$ cat config.mk
export PLATFORM = sky130hd
export DESIGN_NAME = jtpopeye_objsched_flat
export DESIGN_NICKNAME = d
export VERILOG_FILES = /design/src/rtl/jtpopeye_objsched_pkg.sv /design/src/rtl/jtpopeye_objsched_if.sv /design/src/rtl/jtpopeye_objzone.sv /design/src/rtl/jtpopeye_objsched.sv /design/src/flat_wrapper.sv
export SDC_FILE = /design/constraint.sdc
export NUM_CORES = 1
export LEC_CHECK = 0
export BUFFER_PORTS_ARGS = -buffer_cell sky130_fd_sc_hd__buf_2
export CAP_MARGIN = 40
export CORE_ASPECT_RATIO = 0.9
export CORE_MARGIN = 2
export CORE_UTILIZATION = 32
export CTS_CLUSTER_DIAMETER = 100
export CTS_CLUSTER_SIZE = 16
export DETAILED_ROUTE_END_ITERATION = 6
export PLACE_DENSITY_LB_ADDON = 0.12
export SKIP_LAST_GASP = 1
export SLEW_MARGIN = 25
export SYNTH_ARGS = -nofsm -noshare
export SYNTH_HDL_FRONTEND = slang
export SYNTH_SLANG_ARGS = --single-unit
$ cat constraint.sdc
create_clock -name clk -period 2 [get_ports clk]
set_input_delay 0.2 -clock clk [delete_from_list [all_inputs] [get_ports clk]]
set_output_delay 0.2 -clock clk [all_outputs]
set_load 0.1 [all_outputs]
$ cat src/rtl/jtpopeye_objsched_pkg.sv
// Shared constants and types for the TPP2 object-scan path: RAM geometry,
// object entry field positions and the scheduler state encoding.
package jtpopeye_objsched_pkg;

    localparam int OBJ_AW = 7;
    localparam int OBJ_DW = 29;

    // Field positions inside a 29-bit object entry
    localparam int Y_MSB     = 15;
    localparam int Y_LSB     = 8;
    localparam int X_MSB     = 7;
    localparam int X_LSB     = 0;
    localparam int ID_HI     = 28;
    localparam int ID_LO_MSB = 22;
    localparam int ID_LO_LSB = 16;
    localparam int PAL_MSB   = 26;
    localparam int PAL_LSB   = 24;
    localparam int HFLIP     = 23;
    localparam int VFLIP     = 27;

    typedef logic [OBJ_DW-1:0] obj_t;

    typedef enum logic [1:0] {
        ST_IDLE,
        ST_SCAN,
        ST_DMA_ISSUE,
        ST_DMA_DONE
    } sched_st_e;

    function automatic logic [7:0] obj_y(input obj_t e);
        return e[Y_MSB:Y_LSB];
    endfunction

    function automatic logic [7:0] obj_x(input obj_t e);
        return e[X_MSB:X_LSB];
    endfunction

    function automatic logic [7:0] obj_id(input obj_t e);
        return {e[ID_HI], e[ID_LO_MSB:ID_LO_LSB]};
    endfunction

endpackage

$ cat src/rtl/jtpopeye_objsched_if.sv
// DMA access port into object RAM; the requester holds dma_req until dma_ack.
interface jtpopeye_objsched_if;
    import jtpopeye_objsched_pkg::*;

    logic              dma_req;
    logic              dma_we;
    logic [OBJ_AW-1:0] dma_addr;
    logic [OBJ_DW-1:0] dma_din;
    logic              dma_ack;
    logic [OBJ_DW-1:0] dma_dout;

    modport master (
        output dma_req, dma_we, dma_addr, dma_din,
        input  dma_ack, dma_dout
    );

    modport slave (
        input  dma_req, dma_we, dma_addr, dma_din,
        output dma_ack, dma_dout
    );

endinterface

$ cat src/rtl/jtpopeye_objzone.sv
// Combinational in-zone test: an object is on this line when (Y+V) mod 256 < 8.
module jtpopeye_objzone
    import jtpopeye_objsched_pkg::*;
(
    input  logic [7:0] obj_y,
    input  logic [7:0] vpos,
    output logic       in_zone
);

    logic [7:0] sum;

    always_comb begin
        sum     = obj_y + vpos;
        in_zone = (sum[7:3] == 5'd0);
    end

endmodule

$ cat src/rtl/jtpopeye_objsched.sv
// Per-line object RAM walker feeding the line buffer, with DMA arbitration
// of object RAM while no scan is running.
module jtpopeye_objsched
    import jtpopeye_objsched_pkg::*;
#(
    parameter int OBJ_N  = 96,
    parameter int MAX_WR = 32
) (
    input  logic              clk,
    input  logic              rst_n,
    input  logic              pxl_cen,
    input  logic [7:0]        H,
    input  logic [7:0]        V,
    input  logic              LVBL,
    output logic [OBJ_AW-1:0] obj_addr,
    output logic              obj_we,
    output logic [OBJ_DW-1:0] obj_din,
    input  logic [OBJ_DW-1:0] obj_dout,
    output logic [OBJ_DW-1:0] DO,
    output logic              ROHVS,
    jtpopeye_objsched_if.slave dma,
    output logic              obj_ovf
);

    localparam int                WC_W   = $clog2(MAX_WR + 1);
    localparam logic [OBJ_AW-1:0] LAST_K = OBJ_AW'(OBJ_N - 1);
    localparam logic [WC_W-1:0]   WC_MAX = WC_W'(MAX_WR);

    sched_st_e         st_q, st_d;
    logic [OBJ_AW-1:0] k_q, k_d;
    logic              last_q, last_d;
    logic [WC_W-1:0]   wc_q, wc_d;
    logic              pend_q, pend_d;
    logic [OBJ_AW-1:0] addr_q, addr_d;
    logic              we_q, we_d;
    logic [OBJ_DW-1:0] din_q, din_d;
    logic [OBJ_DW-1:0] do_q, do_d;
    logic              rohvs_q, rohvs_d;
    logic              ack_q, ack_d;
    logic [OBJ_DW-1:0] dout_q, dout_d;
    logic              ovf_q, ovf_d;

    logic line_start;
    logic in_zone;

    jtpopeye_objzone u_zone (
        .obj_y   (obj_dout[Y_MSB:Y_LSB]),
        .vpos    (V),
        .in_zone (in_zone)
    );

    assign line_start = LVBL && (H == 8'd0);

    always_comb begin
        st_d    = st_q;
        k_d     = k_q;
        last_d  = last_q;
        wc_d    = wc_q;
        pend_d  = pend_q;
        addr_d  = addr_q;
        we_d    = 1'b0;
        din_d   = din_q;
        do_d    = do_q;
        rohvs_d = rohvs_q;
        ack_d   = 1'b0;
        dout_d  = dout_q;
        ovf_d   = ovf_q;

        case (st_q)
            ST_IDLE: begin
                // A deferred start waits for an even H so the odd/even
                // address/latch phases line up from the first object.
                if (LVBL && !H[0] && (H == 8'd0 || pend_q)) begin
                    st_d   = ST_SCAN;
                    k_d    = '0;
                    last_d = 1'b0;
                    wc_d   = '0;
                    ovf_d  = 1'b0;
                    pend_d = 1'b0;
                end else if (pend_q) begin
                    pend_d = LVBL;
                end else if (dma.dma_req) begin
                    st_d   = ST_DMA_ISSUE;
                    addr_d = dma.dma_addr;
                    we_d   = dma.dma_we;
                    din_d  = dma.dma_din;
                end
            end

            ST_SCAN: begin
                rohvs_d = 1'b1;
                if (!LVBL) begin
                    st_d = ST_IDLE;
                end else if (H[0]) begin
                    if (last_q) st_d = ST_IDLE;
                    else        addr_d = k_q;
                end else begin
                    do_d = obj_dout;
                    if (in_zone) begin
                        if (wc_q < WC_MAX) begin
                            rohvs_d = 1'b0;
                            wc_d    = wc_q + 1'b1;
                        end else begin
                            ovf_d = 1'b1;
                        end
                    end
                    if (k_q == LAST_K) last_d = 1'b1;
                    else               k_d    = k_q + 1'b1;
                end
            end

            ST_DMA_ISSUE: begin
                st_d   = ST_DMA_DONE;
                ack_d  = 1'b1;
                dout_d = obj_dout;
                if (line_start) pend_d = 1'b1;
            end

            ST_DMA_DONE: begin
                st_d = ST_IDLE;
                if (line_start) pend_d = 1'b1;
            end

            default: st_d = ST_IDLE;
        endcase
    end

    always_ff @(posedge clk or negedge rst_n) begin
        if (!rst_n) begin
            st_q    <= ST_IDLE;
            k_q     <= '0;
            last_q  <= 1'b0;
            wc_q    <= '0;
            pend_q  <= 1'b0;
            addr_q  <= '0;
            we_q    <= 1'b0;
            din_q   <= '0;
            do_q    <= '0;
            rohvs_q <= 1'b1;
            ack_q   <= 1'b0;
            dout_q  <= '0;
            ovf_q   <= 1'b0;
        end else if (pxl_cen) begin
            st_q    <= st_d;
            k_q     <= k_d;
            last_q  <= last_d;
            wc_q    <= wc_d;
            pend_q  <= pend_d;
            addr_q  <= addr_d;
            we_q    <= we_d;
            din_q   <= din_d;
            do_q    <= do_d;
            rohvs_q <= rohvs_d;
            ack_q   <= ack_d;
            dout_q  <= dout_d;
            ovf_q   <= ovf_d;
        end
    end

    assign obj_addr     = addr_q;
    assign obj_we       = we_q;
    assign obj_din      = din_q;
    assign DO           = do_q;
    assign ROHVS        = rohvs_q;
    assign obj_ovf      = ovf_q;
    assign dma.dma_ack  = ack_q;
    assign dma.dma_dout = dout_q;

endmodule

$ cat src/flat_wrapper.sv
// flat-port wrapper written by rule: the top's interface ports become plain ports
module jtpopeye_objsched_flat import jtpopeye_objsched_pkg::*;
#(
    parameter int OBJ_N  = 96,
    parameter int MAX_WR = 32
)
  (clk, rst_n, pxl_cen, H, V, LVBL, obj_addr, obj_we, obj_din, obj_dout, DO, ROHVS, obj_ovf, dma_dma_req, dma_dma_we, dma_dma_addr, dma_dma_din, dma_dma_ack, dma_dma_dout);
  jtpopeye_objsched_if dma_i ();
  input  logic clk;
  input  logic rst_n;
  input  logic pxl_cen;
  input  logic [7:0] H;
  input  logic [7:0] V;
  input  logic LVBL;
  output logic [OBJ_AW-1:0] obj_addr;
  output logic obj_we;
  output logic [OBJ_DW-1:0] obj_din;
  input  logic [OBJ_DW-1:0] obj_dout;
  output logic [OBJ_DW-1:0] DO;
  output logic ROHVS;
  output logic obj_ovf;
  input wire logic [$bits(dma_i.dma_req)-1:0] dma_dma_req;
  input wire logic [$bits(dma_i.dma_we)-1:0] dma_dma_we;
  input wire logic [$bits(dma_i.dma_addr)-1:0] dma_dma_addr;
  input wire logic [$bits(dma_i.dma_din)-1:0] dma_dma_din;
  output wire logic [$bits(dma_i.dma_ack)-1:0] dma_dma_ack;
  output wire logic [$bits(dma_i.dma_dout)-1:0] dma_dma_dout;
  assign dma_i.dma_req = dma_dma_req;
  assign dma_i.dma_we = dma_dma_we;
  assign dma_i.dma_addr = dma_dma_addr;
  assign dma_i.dma_din = dma_dma_din;
  assign dma_dma_ack = dma_i.dma_ack;
  assign dma_dma_dout = dma_i.dma_dout;
  jtpopeye_objsched #(.OBJ_N(OBJ_N), .MAX_WR(MAX_WR)) u_core (.clk(clk), .rst_n(rst_n), .pxl_cen(pxl_cen), .H(H), .V(V), .LVBL(LVBL), .obj_addr(obj_addr), .obj_we(obj_we), .obj_din(obj_din), .obj_dout(obj_dout), .DO(DO), .ROHVS(ROHVS), .dma(dma_i), .obj_ovf(obj_ovf));
endmodule
Word level (Yosys, flattened, before mapping)

Cells that the tools add are included.

$add $sub $neg: 3
Order comparisons: 1
Equal/unequal tests: 22
Multiplexer cells: 48
Bitwise gates (word level): 3
Reduce and logical (&&, ||, !) cells: 22

Operator list:

| operator              | count |
|---|---|
| $mux W7               | 10 |
| $mux W6               | 5 |
| $pmux W7 S2           | 2 |
| $mux W1               | 20 |
| $ne A2 B2 Y1 const B  | 9 |
| $reduce_and A7 Y1     | 2 |
| $mux W2               | 6 |
| $pmux W6 S2           | 1 |
| $reduce_and A6 Y1     | 2 |
| $ne A2 B1 Y1 const B  | 5 |
| $reduce_and A5 Y1     | 2 |
| $add A8 B8 Y8         | 1 |
| $logic_not A8 Y1      | 1 |
| $pmux W2 S4           | 1 |
| $reduce_and A8 Y1     | 1 |
| $add A7 B1 Y7 const B | 1 |
| $eq A7 B7 Y1 const B  | 1 |
| $add A6 B1 Y6 const B | 1 |
| $lt A6 B6 Y1 const B  | 1 |
| $ne A3 B2 Y1 const B  | 2 |
| $ne A3 B3 Y1 const B  | 2 |
| $pmux W1 S2           | 3 |
| $logic_not A5 Y1      | 1 |
| $eq A2 B2 Y1 const B  | 2 |
| other kinds (11)      | 17 |

Register bits after elaboration: 115
Word-level logic and storage cells: 112

Logic depth before layout (Yosys ltp)

Word-level depth: 6
Gate-level depth with buffers: 7

Modules after synthesis

A second synthesis with hierarchy kept.

Cells, all modules: 440
Area total of the unflattened synthesis: 5056.1 sq um

By module, submodules not included:

| module            | times used | cells an instance | area an instance (sq um) | sequential area each (sq um) |
|---|---|---|---|---|
| jtpopeye_objsched | 1          | 412               | 4808.4                   | 2879.0 |
| jtpopeye_objzone  | 1          | 28                | 247.7                    | 0.0 |

Least setup slack after synthesis

No wires, ideal clock.

Path kind: input to register
Start point: input V[3]
End point: register u_core.wc_q[0]
Setup time: 0.065 ns
Arrival time: 2.181 ns
Slack: -0.246 ns
Stages on the path: 7
Buffers on the path: 0
Path through: ha_1 > or4_4 > a2111oi_4 > a311oi_1 > a21oi_4 > nor4b_4 > mux2_4

Cells in the longest elaborated chain, start to end: 4

RTL lines:

| what                               | RTL line                 | source |
|---|---|---|
| start: declaration                 | flat_wrapper.sv:13       | `input logic [7:0] V;` |
| $add A8 B8 Y8                      | jtpopeye_objzone.sv:13   | `sum = obj_y + vpos;` |
| $logic_not A5 Y1                   | jtpopeye_objzone.sv:14   | `in_zone = (sum[7:3] == 5'd0);` |
| $ne A2 B1 Y1 (no source line)      | -                        |  |
| $reduce_and A7 Y1 (no source line) | -                        |  |
| end signal: assignment             | jtpopeye_objsched.sv:147 | `wc_q <= wc_d;` |
| end: declaration                   | jtpopeye_objsched.sv:32  | `logic [WC_W-1:0] wc_q, wc_d;` |

No other way between the ends.
A chain may end at the register's enable or synchronous reset.

Worst setup path after layout

Start point: register u_core.k_q[0]
End point: register u_core.k_q[5]

Cells in the longest elaborated chain, start to end: 5

RTL lines:

| what                     | RTL line                 | source |
|---|---|---|
| start: declaration       | jtpopeye_objsched.sv:30  | `logic [OBJ_AW-1:0] k_q, k_d;` |
| start signal: assignment | jtpopeye_objsched.sv:145 | `k_q <= k_d;` |
| $add A7 B1 Y7            | jtpopeye_objsched.sv:108 | `else k_d = k_q + 1'b1;` |
| $mux W7                  | jtpopeye_objsched.sv:107 | `if (k_q == LAST_K) last_d = 1'b1;` |
| $mux W7                  | jtpopeye_objsched.sv:94  | `end else if (H[0]) begin` |
| $mux W7                  | jtpopeye_objsched.sv:92  | `if (!LVBL) begin` |
| $pmux W7 S2              | jtpopeye_objsched.sv:69  | `case (st_q)` |

Parallel ways exist; a longest one is shown, timed or not. The select of a mux whose other input is x is not followed.

==> results.tsv <==
metric	value	unit
status	finished clean	
gpl congestion	0.743	
Ys Warns	0	
post-synthesis simple-gate area fraction	6.93	%
Worst EP required	2.30	ns
Layout fillers	1420	
fin. max-slew vios	0	
Multi-input gate area	0.00201	mm²
worst-path maximum fanout	5	
clk buf depth	2	
Final Hold Fails	0	
WHS	0.0214	ns
initial antenna violation count	0	
WL final	11900	µm
Port Buffers	184	
Via density	4.57	
headroom to the max-slew limit	66.6	%
Ant. Diodes	0	
Inserted Clock Buffers	17	
router iterations before antenna repair	4	
Design Area, Final	0.00705	mm²
skew final	0.00862	ns
P&R area growth vs syn	44.1	%
unrepaired setup endpoints after global routing	no	
Die Footprint	0.0163	mm²
final-stage net count	676	
Worst Tran Pin Value	0.501	ns
Synth Area per Inst	14.0	µm²
largest net degree at the start of global routing	50	
via count	3621	
CP Cell Sequence	ha_1, nand4_1, nor3b_1, buf_4, a2111oi_4, buf_4, nand4_1, xnor2_1, nor2_1	
EDFF count, synth	0	
clk sink count	115	
synthesized cell area	0.00489	mm²
CORE AREA	0.0148	mm²
die height	121	µm
GRT Total Usage	15.1	%
Ports	185	
Final Cycle Share	93.4	%
Synth Area in Adders	2.04	%
complex-gate fraction of the synthesized area	7.49	%
1st-iter DRT viols	137	
Largest stage delay, worst path	0.37	ns
clock root cell	clkbuf_16	
Critical Path Source Type	register	
CTS clk-pin slew, worst paths	0.06	ns
Reg2Reg Launch Point	u_core.k_q[0]$_DFFE_PN0P_	
H-tree depth	4	
Synth Area in XOR/XNOR	1.25	%
Mapped Nets	445	
reg-to-reg critical path endpoint	u_core.k_q[5]$_DFFE_PN0P_	
# rows	42	
Setup Viol. Count Final	0	
remaining antenna violation count	0	
final core utilization	47.6	%
worst skew pair latency	0.41	ns
fraction of layout cells with a size suffix above 1	61.1	%
Top FF cell, synth	dfrtp_1	
Tmin final	1.87	ns
total grt overflow	0	
vias in the first global route	3768	
mean routed wirelength per cell	15.0	µm
worst reg-to-reg path cell count	9	
reg2reg setup slack	0.13	ns
# DRC	0	
first-pass GRT wire length	19000	µm
Cells after Synth	350	
Setup crit start	u_core.k_q[0]$_DFFE_PN0P_	
multiplexer share of the synthesized area	22.0	%
f_max	536	MHz
CP max-delay cell	dfrtp_1	
hpwl dp	8670	µm
CTS tree	built	
DIE WIDTH	134	µm
placed cell area	0.00643	mm²
initial core utilization	33.0	%
crit path to	u_core.k_q[5]$_DFFE_PN0P_	
Synth async-reset ratio	100	%
largest family of logic cells by synthesized area	multiplexers	
post-synthesis sequential area ratio	58.8	%
max-capacitance violation count	0	
Worst EP arrival	2.16	ns
Reg area	0.00288	mm²
worst min-delay path class	input pin to register	
Yosys cell types	49	
crit path capture type	register	
Seq cells post-synth	115	
Setup CP Type	register to register	
## Yosys cell counts (5+ instances only)
| library cell | number | share of area, % |
|---|---|---|
| a21oi_1 | 8 | 0.82 |
| o21ai_0 | 13 | 1.3 |
| clkbuf_1 | 9 | 0.69 |
| dfrtp_1 | 114 | 58 |
| inv_1 | 7 | 0.54 |
| a22o_1 | 6 | 1.1 |
| mux2i_1 | 8 | 1.6 |
| nor2_1 | 13 | 1.0 |
| mux2_2 | 87 | 20 |
| nand2_1 | 12 | 0.92 |
| xor2_1 | 5 | 0.89 |
| ha_1 | 8 | 2.0 |
## cells in the final DEF, fill, tap and decap left out, drive strengths merged, types with 2 or more instances in the layout
cell	synthesis	layout
clkbuf	9	17
nor2	14	14
a21oi	10	10
buf	3	221
mux2	88	88
o21ai	13	13
nand4	4	4
a31oi	3	3
xnor2	2	2
inv	7	9
ha	8	8
nor2b	4	4
nand2	12	12
a21o	2	2
mux2i	8	8
a22o	6	6
xor2	5	5
dfrtp	114	114
nor3	4	4
a2111oi	2	2
nand2b	4	4
or3	2	2
clkinvlp	0	6
or4	3	3
clkinv	0	5
and3	4	4
dlygate4sd3	0	3
bufinv	0	2
nand3	2	2
## per-layer routing
layer | part of all wire, % | vias up | wire [µm] | GRT usage (%)
li1 | - | 1742 | - | -
met3 | 6.6 | 11 | 787 | 5.51
met2 | 48 | 109 | 5660 | 23.6
met5 | 0 | - | 0 | 0
met1 | 45 | 1759 | 5320 | 19.4
met4 | 1.1 | 0 | 136 | 5.13
## worst min path at each step
stage,slack (ns),startpoint,to,cells after the start
finish,0.02,dma_dma_din[21],u_core.obj_din[21]$_DFFE_PN0P_,2
global route,0.006,dma_dma_din[28],u_core.obj_din[28]$_DFFE_PN0P_,2
CTS,0.002,dma_dma_din[21],u_core.obj_din[21]$_DFFE_PN0P_,2
detailed placement,0.21,rst_n,u_core.k_q[3]$_DFFE_PN0P_,1
global placement,0.20,rst_n,u_core.k_q[4]$_DFFE_PN0P_,1
floorplan,-0.1,rst_n,u_core.DO[0]$_DFFE_PN0P_,0
## cell families after synthesis
| logic type | after synthesis |
|---|---|
| flops | 115 |
| mux | 96 |
| simple gates | 58 |
| compound gates | 47 |
| buf+inv | 19 |
| fa+ha+maj | 8 |
| xor+xnor | 7 |
## flip-flops by register name (all words and copies together), names as in the netlist
name	count
u_core.DO	29
u_core.dma.dma_dout	29
u_core.obj_din	29
u_core.k_q	7
u_core.obj_addr	7
u_core.wc_q	6
u_core.st_q	2
u_core.ROHVS	1
u_core.dma.dma_ack	1
u_core.last_q	1
u_core.obj_ovf	1
u_core.obj_we	1
u_core.pend_q	1
## per-stage QoR
stage	setup TNS [ns]	cells	setup WS (ns)
after floorplan	-0.109	350	-0.0434
after global placement	-3.38	756	-0.184
after detailed placement	-4.05	756	-0.224
after CTS	0	791	0.103
after global routing	0	792	0.00558
final	0	792	0.133
## final cells by class
class,instances,share of cell area (%)
Sequential cell,115,40.8
Multi-Input combinational cell,216,28.5
Clock buffer,17,6.03
Inverter,7,0.372
Clock inverter,15,2.25
Tap cell,198,3.51
Timing Repair Buffer,224,18.5
## worst max-delay path: cells and delay by family, from the launching register on
family | cells | cell delay (ns)
compound gates | 1 | 0.33
simple gates | 4 | 0.34
buf+inv | 2 | 0.34
xor+xnor | 1 | 0.15
flops | 1 | 0.37
fa+ha+maj | 1 | 0.23
## repair_timing
action                                 in CTS  in global routing
buffers inserted                            0                  1
resized for setup                           0                  0
hold buffers                                3                  0
endpoints found under the hold margin      36                  0
setup endpoints to repair                   0                  2
Power is not shown: default switching activity piles up to over one toggle a cycle in this logic, so the estimate is an artifact.
